$ cat src/rtl/tff_counter_pkg.sv
// Shared constants and count arithmetic for tff_counter.
// TFF_COUNTER_SAT_EN selects saturation at the bounds instead of wrapping.
package tff_counter_pkg;

  localparam int WIDTH_MAX = 16;

  function automatic logic [WIDTH_MAX-1:0] clamp_mod(input logic [WIDTH_MAX-1:0] value,
                                                     input int unsigned mod);
    logic [WIDTH_MAX-1:0] top_v;
    top_v = WIDTH_MAX'(mod - 1);
    clamp_mod = (value >= top_v) ? top_v : value;
  endfunction

  function automatic logic [WIDTH_MAX-1:0] next_count(input logic [WIDTH_MAX-1:0] count,
                                                      input logic up,
                                                      input int unsigned mod);
    logic [WIDTH_MAX-1:0] top_v;
    top_v = WIDTH_MAX'(mod - 1);
    if (up) begin
`ifdef TFF_COUNTER_SAT_EN
      next_count = (count >= top_v) ? top_v : count + 16'd1;
`else
      next_count = (count >= top_v) ? '0 : count + 16'd1;
`endif
    end else begin
`ifdef TFF_COUNTER_SAT_EN
      next_count = (count == '0) ? '0 : count - 16'd1;
`else
      next_count = (count == '0) ? top_v : count - 16'd1;
`endif
    end
  endfunction

endpackage

$ cat src/rtl/tff_counter_cell.sv
// Single toggle flip-flop: Q inverts on a clock edge when T is high.
module toggle_cell
  import tff_counter_pkg::*;
(
  input  logic clk,
  input  logic reset,
  input  logic t_i,
  output logic q_o
);

  logic q_q;
  logic q_d;

  assign q_d = q_q ^ t_i;

  always_ff @(posedge clk or posedge reset) begin
    if (reset) q_q <= 1'b0;
    else       q_q <= q_d;
  end

  assign q_o = q_q;

endmodule

$ cat src/rtl/tff_counter.sv
// Modulo-MOD up/down counter held in a bank of toggle cells; drives their T inputs.
// Build option TFF_COUNTER_SAT_EN: saturate at 0 / MOD-1 instead of wrapping.
module tff_counter
  import tff_counter_pkg::*;
#(
  parameter int          WIDTH = 4,
  parameter int unsigned MOD   = 16
) (
  input  logic             clk,
  input  logic             reset,
  input  logic             en,
  input  logic             up,
  input  logic             load,
  input  logic [WIDTH-1:0] load_val,
  output logic [WIDTH-1:0] count,
  output logic [WIDTH-1:0] t_vec,
  output logic             tc
);

  logic [WIDTH_MAX-1:0] cnt_ext;
  logic [WIDTH_MAX-1:0] nxt_ext;
  logic [WIDTH-1:0]     count_d;
  logic                 tc_d;
  logic                 tc_q;
  logic                 unused_hi;

  // The bound check is the same for wrap and saturate; only next_count differs.
  always_comb begin
    cnt_ext = WIDTH_MAX'(count);
    nxt_ext = cnt_ext;
    tc_d    = 1'b0;
    if (load) begin
      nxt_ext = clamp_mod(WIDTH_MAX'(load_val), MOD);
    end else if (en) begin
      nxt_ext = next_count(cnt_ext, up, MOD);
      tc_d    = up ? (cnt_ext == WIDTH_MAX'(MOD - 1)) : (cnt_ext == '0);
    end
    count_d = WIDTH'(nxt_ext);
    t_vec   = count ^ count_d;
  end

  assign unused_hi = ^nxt_ext;

  always_ff @(posedge clk or posedge reset) begin
    if (reset) tc_q <= 1'b0;
    else       tc_q <= tc_d;
  end

  assign tc = tc_q;

  for (genvar i = 0; i < WIDTH; i++) begin : g_cell
    toggle_cell u_cell (
      .clk   (clk),
      .reset (reset),
      .t_i   (t_vec[i]),
      .q_o   (count[i])
    );
  end

endmodule
$ cat config.mk
export PLATFORM = sky130hd
export DESIGN_NAME = tff_counter
export DESIGN_NICKNAME = d
export VERILOG_FILES = /design/src/rtl/tff_counter_pkg.sv /design/src/rtl/tff_counter_cell.sv /design/src/rtl/tff_counter.sv
export SDC_FILE = /design/constraint.sdc
export NUM_CORES = 1
export LEC_CHECK = 0
export BUFFER_PORTS_ARGS = -buffer_cell sky130_fd_sc_hd__buf_2
export CORE_AREA = 8 8 45 47
export CTS_BUF_LIST = sky130_fd_sc_hd__clkbuf_8 sky130_fd_sc_hd__clkbuf_16
export DETAILED_ROUTE_END_ITERATION = 10
export DIE_AREA = 0 0 53 55
export PLACE_DENSITY = 0.8
export SYNTH_ARGS = -nofsm -noshare
export SYNTH_HDL_FRONTEND = slang
export SYNTH_SLANG_ARGS = --single-unit
$ cat constraint.sdc
create_clock -name clk -period 5.9 [get_ports clk]
set_input_delay 0.885 -clock clk [delete_from_list [all_inputs] [get_ports clk]]
set_output_delay 0.885 -clock clk [all_outputs]
set_load 0.02 [all_outputs]
# ---- Yosys cells after proc, flatten, opt, wreduce, memory -nomap -nowiden
# Index checks and enable logic that the tools add are counted.
dict set report totals {
  register_bits 5
  latch_bits 0
  ramBits 0
  romBits 0
  output_inout_bits 9
  elab_cells 25
  memories 0
}
dict set report op_classes {
  n_addsub 2
  multipliers 0
  div_mod_pow 0
  magnitude_cmp 2
  eq_ne 1
  shift 0
  mux 9
  bitwise_logic 5
  reduce_logical 1
}
# op count
set ops {}
lappend ops {{$mux 4} 6}
lappend ops {{$ge 4x4->1 const B} 2}
lappend ops {{$add 4x1->4 const B} 1}
lappend ops {{$eq 4x4->1 const B} 1}
lappend ops {{$logic_not 4->1} 1}
lappend ops {{$sub 4x1->4 const B} 1}
lappend ops {{$xor 1x1->1} 4}
lappend ops {{$xor 4x4->4} 1}
lappend ops {{$mux 1} 3}

# ---- Logic depth before layout (Yosys ltp)
# Gate-level depths: netlist of the first run.
dict set report depth {
  depth_word 7
  ltp_mapped 8
  mapped_depth_nobuf 6
}

# ---- Cells and area by module
# Synthesis of the first run repeated with hierarchy kept, for this count alone.
dict set report hier_totals {
  hier_cells 60
  hier_area_um2 503.0
}
# mod n_inst cells_each area_per_inst_um2 seq_area_each_um2
set by_module_without_submodules {}
lappend by_module_without_submodules {tff_counter 1 48 352.8 25.0}
lappend by_module_without_submodules {toggle_cell 4 3 37.5 25.0}

# ---- Worst setup path before layout of the first run
# No wires, ideal clock.
dict set report synth_path {
  kind {register to output}
  startpoint {register g_cell[0].u_cell.q_q}
  endpoint {output port t_vec[0]}
  arrival_ns 1.890
  slack_ns 3.125
  stages_incl_launch_ff 9
  path_cell_list {dfrtp_1 > buf_2 > inv_1 > ha_1 > or3b_4 > a21o_1 > a311o_1 > a21oi_1 > buf_4}
}
dict set report synth_via {
  elab_chain_len 6
  elab_cells_between_ends 10
  classes_between {2 x add/sub; 1 x order compare; 5 x mux; 1 x bitwise; 1 x reduce/logical}
}
# item line
set synth_lines {}
lappend synth_lines {{from (decl)} tff_counter_cell.sv:11} ;# logic q_q;
lappend synth_lines {{from (signal assigned)} tff_counter_cell.sv:18} ;# else q_q <= q_d;
lappend synth_lines {{$sub 4x1->4, or another cell as far along} tff_counter_pkg.sv:29} ;# next_count = (count == '0) ? top_v : count - 16'd1;
lappend synth_lines {{$mux 4, on equally long branches} {tff_counter_pkg.sv:29, tff_counter_pkg.sv:23}}
lappend synth_lines {{$mux 4} tff_counter_pkg.sv:19} ;# if (up) begin
lappend synth_lines {{$mux 4} tff_counter.sv:34} ;# end else if (en) begin
lappend synth_lines {{$mux 4} tff_counter.sv:32} ;# if (load) begin
lappend synth_lines {{$xor 4x4->4 *} tff_counter.sv:39} ;# t_vec = count ^ count_d;
lappend synth_lines {{to (decl)} tff_counter.sv:16} ;# output logic [WIDTH-1:0] t_vec,
# Every way passes the cells marked *; elsewhere a longest branch is shown, timed or not.

# ---- Worst setup path after layout of the first run
# Ends and elaborated chain as after synthesis.

==> impl_results.md, run 1 <==
- Status: finished, final reports clean
- Core ar.: 1384 µm²
- Total Power: around 0.00017 W
- Layout cells sized above 1: approximately 31%
- Layout area overhead: 9.287%
- Fin crit share: 52.58%
- Synth Net Count: 84
- Synth cell types: 32
- Metal1 wirelength: 564 µm
- Post-CTS resize count: 0
- Cell taking the most area after synthesis: dfrtp_1
- Synth warn: 0
- Period minus WS final: slightly above 3 ns
- Commonest cells after routing, fill and taps aside: 17 x buf_2, 7 x nand2_1, 7 x nor2_1
- Worst setup margin: 2.798 ns
- Setup-failing EPs final: 0
- Final #Nets: between 90 and 100
- DRT Pass-1 Iters: 4
- CP required: 5.02 ns
- Syn Area/Cell: ~7.9 µm²
- Area of the multi-input gates: between 300 and 400 µm²
- Drt drc: 0
- Setup Skew: 0.001592 ns
- Crit-path cells: inv_1, ha_1, or3b_4, a21o_1, a311o_1, a21oi_1, buf_2
- Starting Density: between 40% and 50%
- First-pass GRT wire length: ~2100 µm
- Post-route ant nets: 0
- Via density per instance: 5.354
- CTS tree: built
- Synth top area cells: dfrtp_1 22%, buf_4 12%, nand2_1 4.5%, nor2_1 4.5%, ha_1 4.3%
- Worst EP arrival: between 2 and 2.5 ns
- VDD IR max: between 0.0001 and 0.00015 V
- WL met3: 48 µm
- Iteration-0 DRC Markers: 10
- RSZ-0062 raised after global routing: no
- PwrDens: ~270 nW/µm²
- Clock root cell: clkbuf_8
- ANT cells: 0
- RD Place Congestion: ~0.82
- GR Util All Layers: ~9.8%
- Post-Syn Area: 579.3 µm²
- Crit path capture type: output pin
- Fmax: about 320 MHz
- Yosys reg bits: 5
- Die Width: 53 µm
- FILL cells: 139
- Drt total wl: roughly 1200 µm
- Synth top area share: between 20% and 30%
- Die ar.: ~3000 µm²
- Port Buffers: 17
- Clock transition at the registers of the reported paths: around 0.040 ns
- Commonest non-fill, non-tap cell in the layout: buf_2
- Leakage power: around 0.32 nW
- Grt ovf: 0
- Detailed Place HPWL: ~940 µm
- Metal2 WL: between 600 and 700 µm
- TritonCTS buffer count: 3
- Crit path launch: g_cell[0].u_cell.q_o
- Post-place setup slack: around 3 ns
- Site Rows: 14
- Worst Reg2Reg Path Length in Cells: 6
- Routed length per instance: 12.96 µm
- H-tree depth: 1
- CP Depth: 7
- Vias in the first global route: 506
- CP top delay family: compound AO/OA/AOI/OAI gates
- Initial antenna violation count: 0
- RR Startpoint: g_cell[0].u_cell.q_o
- Slowest cell on crit path: dfrtp_1
- Final hold vios: 0
- Critical path endpoint: t_vec[0]
- Post CTS Setup Buffer Count: 0
- Setup crit start kind: flip-flop
- Max layer used: met4
- TritonCTS Sinks: 5
- Via Count: between 500 and 600
- Seq/Total Area, Yosys: between 20% and 30%
- Maxcap violations: 0
- Reg2reg setup slack: roughly 4.1 ns
- Largest net degree at the start of global routing: 14
- Final setup TNS: 0 ns
- Worst path bufs/invs: 2
- Max FO, Critical Path: 12
- Sequential cell area: between 100 and 150 µm²
- CTS max path bufs: 2
- Ports: 18
- Hold Buf Count CTS: 0
- Slew margin rel.: 75.75%
- Slew Limit Fails: 0
- Cell count after synthesis: 73
- Slew @ Worst Pin: between 0.3 and 0.4 ns
- Crit-path max cell delay: 0.50 ns
- Clk_lat worst skew: ~0.22 ns
- Die H: 55 µm
- Reg-to-Reg End: g_cell[0].u_cell.q_o
- CP Class: reg2out
- HP Class: in2async
-- worst min-delay path by stage --
stage	start	end	slack [ns]	depth (start not counted)
final	reset	g_cell[3].u_cell.q_o	0.55	2
after global routing	reset	g_cell[0].u_cell.q_o	0.57	2
after CTS	reset	g_cell[1].u_cell.q_o	0.56	2
after detailed placement	g_cell[0].u_cell.q_o	g_cell[0].u_cell.q_o	0.76	2
after global placement	g_cell[0].u_cell.q_o	g_cell[0].u_cell.q_o	0.73	2
after floorplan	reset	g_cell[0].u_cell.q_o	0.66	1
-- cell type report --
class / count / share of cell area (%)
multi-input cells: 49 / 53.56
flip-flops and latches: 5 / 19.76
repair buffers: 17 / 13.44
clock buffers: 3 / 6.522
well taps: 16 / 3.162
inverters: 5 / 2.964
clock inverters: 1 / 0.5929
-- registers in the layout (all words and copies together), names as in the netlist --
name               flops
g_cell.u_cell.q_o      4
tc                     1
-- metrics by stage --
stage               instances  area, µm²  utilization (%)  hold slack (ns)
floorplan                  73      579.3                -           0.6635
global placement           92      588.1            42.50           0.7275
detailed placement         92      588.1            42.50           0.7585
CTS                        96      633.1            45.75           0.5583
global route               96      633.1            45.75           0.5674
finish                     96      633.1            45.75           0.5547
-- Yosys cell counts, drive strengths merged --
cell,n
mux2,1
dfrtp,5
nor2,7
a311o,2
xnor2,2
o31ai,1
inv,5
clkbuf,2
nor4b,1
nor2b,1
a32oi,1
a2111oi,1
and2b,1
nor3,2
a21oi,3
o21ai,4
nand2,7
buf,12
a2bb2oi,1
or3b,1
o211ai,1
ha,2
o211a,1
a21o,1
mux2i,1
a211oi,1
xor2,2
and3,2
or2,1
and4b,1
-- where the power goes --
part           internal [W]  switching [W]   total, W
Sequential        0.0000382     0.00000927  0.0000474
Clock             0.0000446      0.0000169  0.0000615
Combinational     0.0000282      0.0000365  0.0000647
-- layer usage --
layer	vias up	GRT usage (%)
met4	0	6.466
met1	240	11.49
li1	257	-
met3	2	2.139
met5	-	0
met2	15	15.63
-- cell families after synthesis --
logic type / synth area share [%]
simple gates: 21.60
buf+inv: 19.87
compound gates: 22.89
flops: 21.60
xor+xnor: 6.049
mux: 3.672
fa+ha+maj: 4.319
(Power assumes the default switching activity.)
==> run 2: changes to the inputs <==
Settings changed: CORE_AREA 8 8 45 47 to not set, CORE_MARGIN set to 8, CORE_UTILIZATION set to 44, DIE_AREA 0 0 53 55 to not set, PLACE_DENSITY 0.8 to 0.83.
Clock period 5.9 ns to 2.7 ns, I/O delays scaled along.
==> impl_results.md, run 2 (synthesis gave the netlist of run 1 again) <==
- Die Width: around 52 µm
- Clock transition at the registers of the reported paths: 0.04 ns
- Post CTS Setup Buffer Count: 0
- Starting Density: between 40% and 50%
- Crit-path cells: inv_1, ha_1, or3b_4, a21o_1, a311o_1, a21oi_1, buf_2
- First-pass GRT wire length: around 2300 µm
- Clk_lat worst skew: ~0.22 ns
- Hold Buf Count CTS: 0
- DRT Pass-1 Iters: 4
- Drt drc: 0
- Final #Nets: 94
- Layout area overhead: 11.66%
- Setup crit start kind: flip-flop
- Slew Limit Fails: 0
- CP Class: reg2out
- Ports: 18
- Clock root cell: clkbuf_8
- Crit-path max cell delay: approximately 0.38 ns
- Fmax: 403.5 MHz
- Post-route ant nets: 0
- GR Util All Layers: 11.09%
- VDD IR max: about 0.00032 V
- Design Area, Final: approximately 650 µm²
- Largest net degree at the start of global routing: 14
- Final setup TNS: 0 ns
- Placed Area: between 600 and 700 µm²
- Via Count: between 500 and 600
- TritonCTS Sinks: 5
- Detailed Place HPWL: ~1000 µm
- Vias in the first global route: 549
- HP Class: in2async
- Period minus WS final: ~2.5 ns
- Setup-failing EPs final: 0
- Fin crit share: 91.78%
- Port Buffers: 17
- PwrDens: approximately 600 nW/µm²
- Maxcap violations: 0
- CTS tree: built
- Die H: about 52 µm
- Worst Reg2Reg Path Length in Cells: 6
- Post-CTS resize count: 0
- RD Place Congestion: slightly below 0.9
- Commonest cells after routing, fill and taps aside: 17 x buf_2, 7 x nand2_1, 7 x nor2_1
- TritonCTS buffer count: 3
- Util after Layout: around 51%
- Die ar.: around 2700 µm²
- Final hold vios: 0
- Via density per instance: 5.423
- Slew @ Worst Pin: roughly 0.36 ns
- Slew margin rel.: between 70% and 80%
- Max reg flops: 4
- Status: finished, final reports clean
- Initial antenna violation count: 0
- CP required: about 2.3 ns
- Routed length per instance: around 14 µm
- CTS max path bufs: 2
- Worst EP arrival: slightly above 2 ns
- Site Rows: 13
- Max FO, Critical Path: 3
- Slowest cell on crit path: dfrtp_1
- Core ar.: around 1300 µm²
- Leakage power: approximately 0.33 nW
- Drt total wl: between 1000 and 1500 µm
- Iteration-0 DRC Markers: 10
- Grt ovf: 0
- Commonest non-fill, non-tap cell in the layout: buf_2
- Setup Skew: around 0.0047 ns
- H-tree depth: 1
- RSZ-0062 raised after global routing: no
- Layout cells sized above 1: about a third
- ANT cells: 0
- Crit path capture type: output pin
==> run 2: cell type report <==
class	instances	area (µm²)
sequential	5	125.1
inverter	5	18.77
tap	15	18.77
clock buffer	3	41.29
fill	133	621.8
multi-input combinational	49	339.1
timing repair buffer	19	100.1
clock inverter	1	3.754
==> run 2: worst max-delay path: cells and delay by family (launching register included) <==
kind,cells,cell delay (ns)
AOI/OAI and AO/OA,3,0.65
DFF,1,0.38
and+or+nand+nor,1,0.38
buffers and inverters,2,0.26
adders and majority gates,1,0.18
==> run 2: path summary, 6_finish.rpt <==
check,slack [ns],start,end
worst max-delay path,0.22,g_cell[1].u_cell.q_o,t_vec[0]
worst min-delay path,0.07,reset,g_cell[3].u_cell.q_o
worst max register to register,0.97,g_cell[1].u_cell.q_o,g_cell[0].u_cell.q_o
worst min register to register,0.77,g_cell[0].u_cell.q_o,g_cell[0].u_cell.q_o
max in group asynchronous,2.47,reset,g_cell[2].u_cell.q_o
min in group clk,0.43,load_val[2],g_cell[2].u_cell.q_o
==> run 2: per-stage QoR <==
step | hold WS (ns) | setup WS, ns | power, W | std cells
6_report | 0.07094 | 0.2219 | 0.0003879 | 97
5_1_grt | 0.08600 | 0.08568 | 0.0004138 | 97
4_1_cts | 0.07375 | 0.2091 | 0.0003912 | 97
3_5_place_dp | 0.3085 | 0.4510 | 0.0002551 | 93
3_3_place_gp | 0.2983 | 0.5019 | 0.0002486 | 93
2_1_floorplan | 0.1835 | 0.4050 | 0.0002408 | 73
==> run 2: power breakdown <==
part	switching (W)	internal (W)	total (W)	leakage, nW
registers	0.0000135	0.0000835	0.0000970	0.0610
logic	0.0000907	0.0000666	0.000157	0.244
clock network	0.0000363	0.0000974	0.000134	0.0269
==> run 2: per-layer routing <==
layer	vias up	GRT usage, %	wire length [µm]
met4	0	8.190	31
met3	4	3.409	73
met5	-	0	0
met1	242	10.65	557
li1	260	-	-
met2	20	19.37	669
==> run 3: changes to the inputs <==
Settings changed: CORE_AREA set to 8 8 45 47, CORE_MARGIN 8 to not set, CORE_UTILIZATION 44 to not set, DIE_AREA set to 0 0 53 55, PLACE_DENSITY 0.83 to 0.76, SYNTH_HIERARCHICAL set to 1.
==> impl_results.md, run 3 <==
- Status: finished, final reports clean
- Commonest non-fill, non-tap cell in the layout: buf_2
- Final #Nets: just under 90
- Drt total wl: 1118 µm
- Max FO, Critical Path: 11
- EDFF count, synth: 0
- DRT Pass-1 Iters: 4
- Crit-path cells: inv_1, ha_1, o21bai_2, a21oi_1, o311ai_1, a32oi_1, buf_2
- Fmax: about 410 MHz
- Setup Skew: between 0.0001 and 0.00015 ns
- CP required: 2.30 ns
- Synth Net Count: 71
- Commonest cells after routing, fill and taps aside: 17 x buf_2, 11 x inv_1, 6 x nand2_1, 6 x xor2_1
- Largest net degree at the start of global routing: 12
- Via Count: 475
- Layout cells sized above 1: 31.58%
- Area of the multi-input gates: about 300 µm²
- Metal2 WL: ~590 µm
- Ports: 18
- CP Class: reg2out
- Post-place setup slack: approximately 0.47 ns
- Cell taking the most area after synthesis: dfrtp_1
- Crit-path max cell delay: 0.55 ns
- Sequential cell area: 125.1 µm²
- CTS max path bufs: 2
- Clock root cell: clkbuf_8
- Maxcap violations: 0
- Core ar.: 1384 µm²
- TritonCTS buffer count: 3
- Fin crit share: approximately nine tenths
- Die Width: between 50 and 60 µm
- Clk_lat worst skew: roughly 0.22 ns
- Worst setup margin: approximately 0.23 ns
- Cell count after synthesis: 60
- Final setup TNS: 0 ns
- Synth top area share: between 20% and 30%
- Hold Buf Count CTS: 0
- Post-Syn Area: about 500 µm²
- Syn Area/Cell: around 8.4 µm²
- Primary FF master, synth: dfrtp_1
- HP Class: in2async
- Detailed Place HPWL: slightly above 900 µm
- GR Util All Layers: 8.164%
- Seq/Total Area, Yosys: 24.88%
- Yosys reg bits: 5
- Iteration-0 DRC Markers: 10
- TritonCTS Sinks: 5
- Synth top area cells: dfrtp_1 25%, xor2_1 10%, inv_1 7.5%, xnor2_1 5.2%, a21oi_1 5.0%
- ANT cells: 0
- Initial antenna violation count: 0
- Total Power: 0.0007542 W
- Synth warn: 6
- Grt ovf: 0
- Fraction of registers with async set/reset: between 90% and 100%
- Vias in the first global route: between 400 and 500
- Max reg flops: 4
- Synth cell types: 26
- Period minus WS final: 2.466 ns
- Port Buffers: 17
- Via density per instance: 5.163
- Post-CTS resize count: 0
- First-pass GRT wire length: roughly 1800 µm
- Slew margin rel.: between 70% and 80%
- Setup crit start kind: flip-flop
- Top post-synthesis cells by count: 10 x inv_1, 6 x nand2_1, 6 x xor2_1
- Setup-failing EPs final: 0
- Post CTS Setup Buffer Count: 0
- Drt drc: 0
- Metal1 wirelength: between 400 and 500 µm
- Die ar.: between 2000 and 3000 µm²
- RD Place Congestion: 0.8252
- Max layer used: met3
- RSZ-0062 raised after global routing: no
- WL met3: about 83 µm
- Slew @ Worst Pin: between 0.3 and 0.4 ns
- Final hold vios: 0
- H-tree depth: 1
- Starting Density: 36.35%
- Layout area overhead: 21.89%
- Routed length per instance: between 10 and 15 µm
- Slowest cell on crit path: dfrtp_1
- Top-count cell post-synth: inv_1
- Worst EP arrival: about 2.1 ns
- VDD IR max: between 0.0005 and 0.0006 V
- Clock transition at the registers of the reported paths: roughly 0.030 ns
- FILL cells: about 150
- Site Rows: 14
- Leakage power: 0.3060 nW
- PwrDens: around 1200 nW/µm²
- Crit path capture type: output pin
- Slew Limit Fails: 0
- Die H: roughly 55 µm
- CTS tree: built
- Post-route ant nets: 0
## run 3: critical path, delay by kind of cell (launching register included)
kind	cells	cell delay (ns)
buf+inv	2	0.32
fa+ha+maj	1	0.22
compound gates	4	0.76
flops	1	0.55
## run 3: final timing paths
check | depth (start not counted) | start | slack [ns] | end
worst max-delay path | 7 | g_cell[0].u_cell/q_o | 0.23 | t_vec[3]
worst min-delay path | 2 | reset | 0.06 | g_cell[0].u_cell/q_o
worst max register to register | 7 | g_cell[0].u_cell/q_o | 0.79 | g_cell[3].u_cell/q_o
worst min register to register | 1 | g_cell[2].u_cell/q_o | 0.69 | g_cell[2].u_cell/q_o
max in group asynchronous | 2 | reset | 2.55 | g_cell[3].u_cell/q_o
min in group clk | 3 | load | 0.61 | tc
## run 3: area by class of cell
class | count | share of cell area, %
clock buffer | 3 | 6.735
clock inverter | 1 | 0.6122
inverter | 10 | 6.122
multi-input combinational | 40 | 48.98
sequential | 5 | 20.41
tap | 16 | 3.265
timing repair buffer | 17 | 13.88
## run 3: report_power, final
part,switching (W),internal [W]
registers,0.0000965,0.000109
logic,0.000233,0.000183
clock network,0.0000348,0.0000973
total,0.000365,0.000390
## run 3: cell families after synthesis
kind of cell	share of synthesized area, %
AO/OA/AOI/OAI	22.64
adder cells (fa/ha/maj)	4.974
AND/OR/NAND/NOR	16.42
flip-flops	24.88
XOR/XNOR	15.67
buffers and inverters	15.42
## run 3: per-layer routing
layer	up-vias	global-route usage [%]
met5	-	0
li1	234	-
met1	225	8.423
met2	16	13.67
met4	0	6.466
met3	0	2.406
## run 3: through the flow
stage          cells  hold slack [ns]  area (µm²)  util, %
2_1_floorplan     60           0.1337       503.0        -
3_3_place_gp      88           0.2827       568.0    41.05
3_5_place_dp      88           0.2850       568.0    41.05
4_1_cts           92          0.04998       613.1    44.30
5_1_grt           92          0.05544       613.1    44.30
6_report          92          0.05556       613.1    44.30
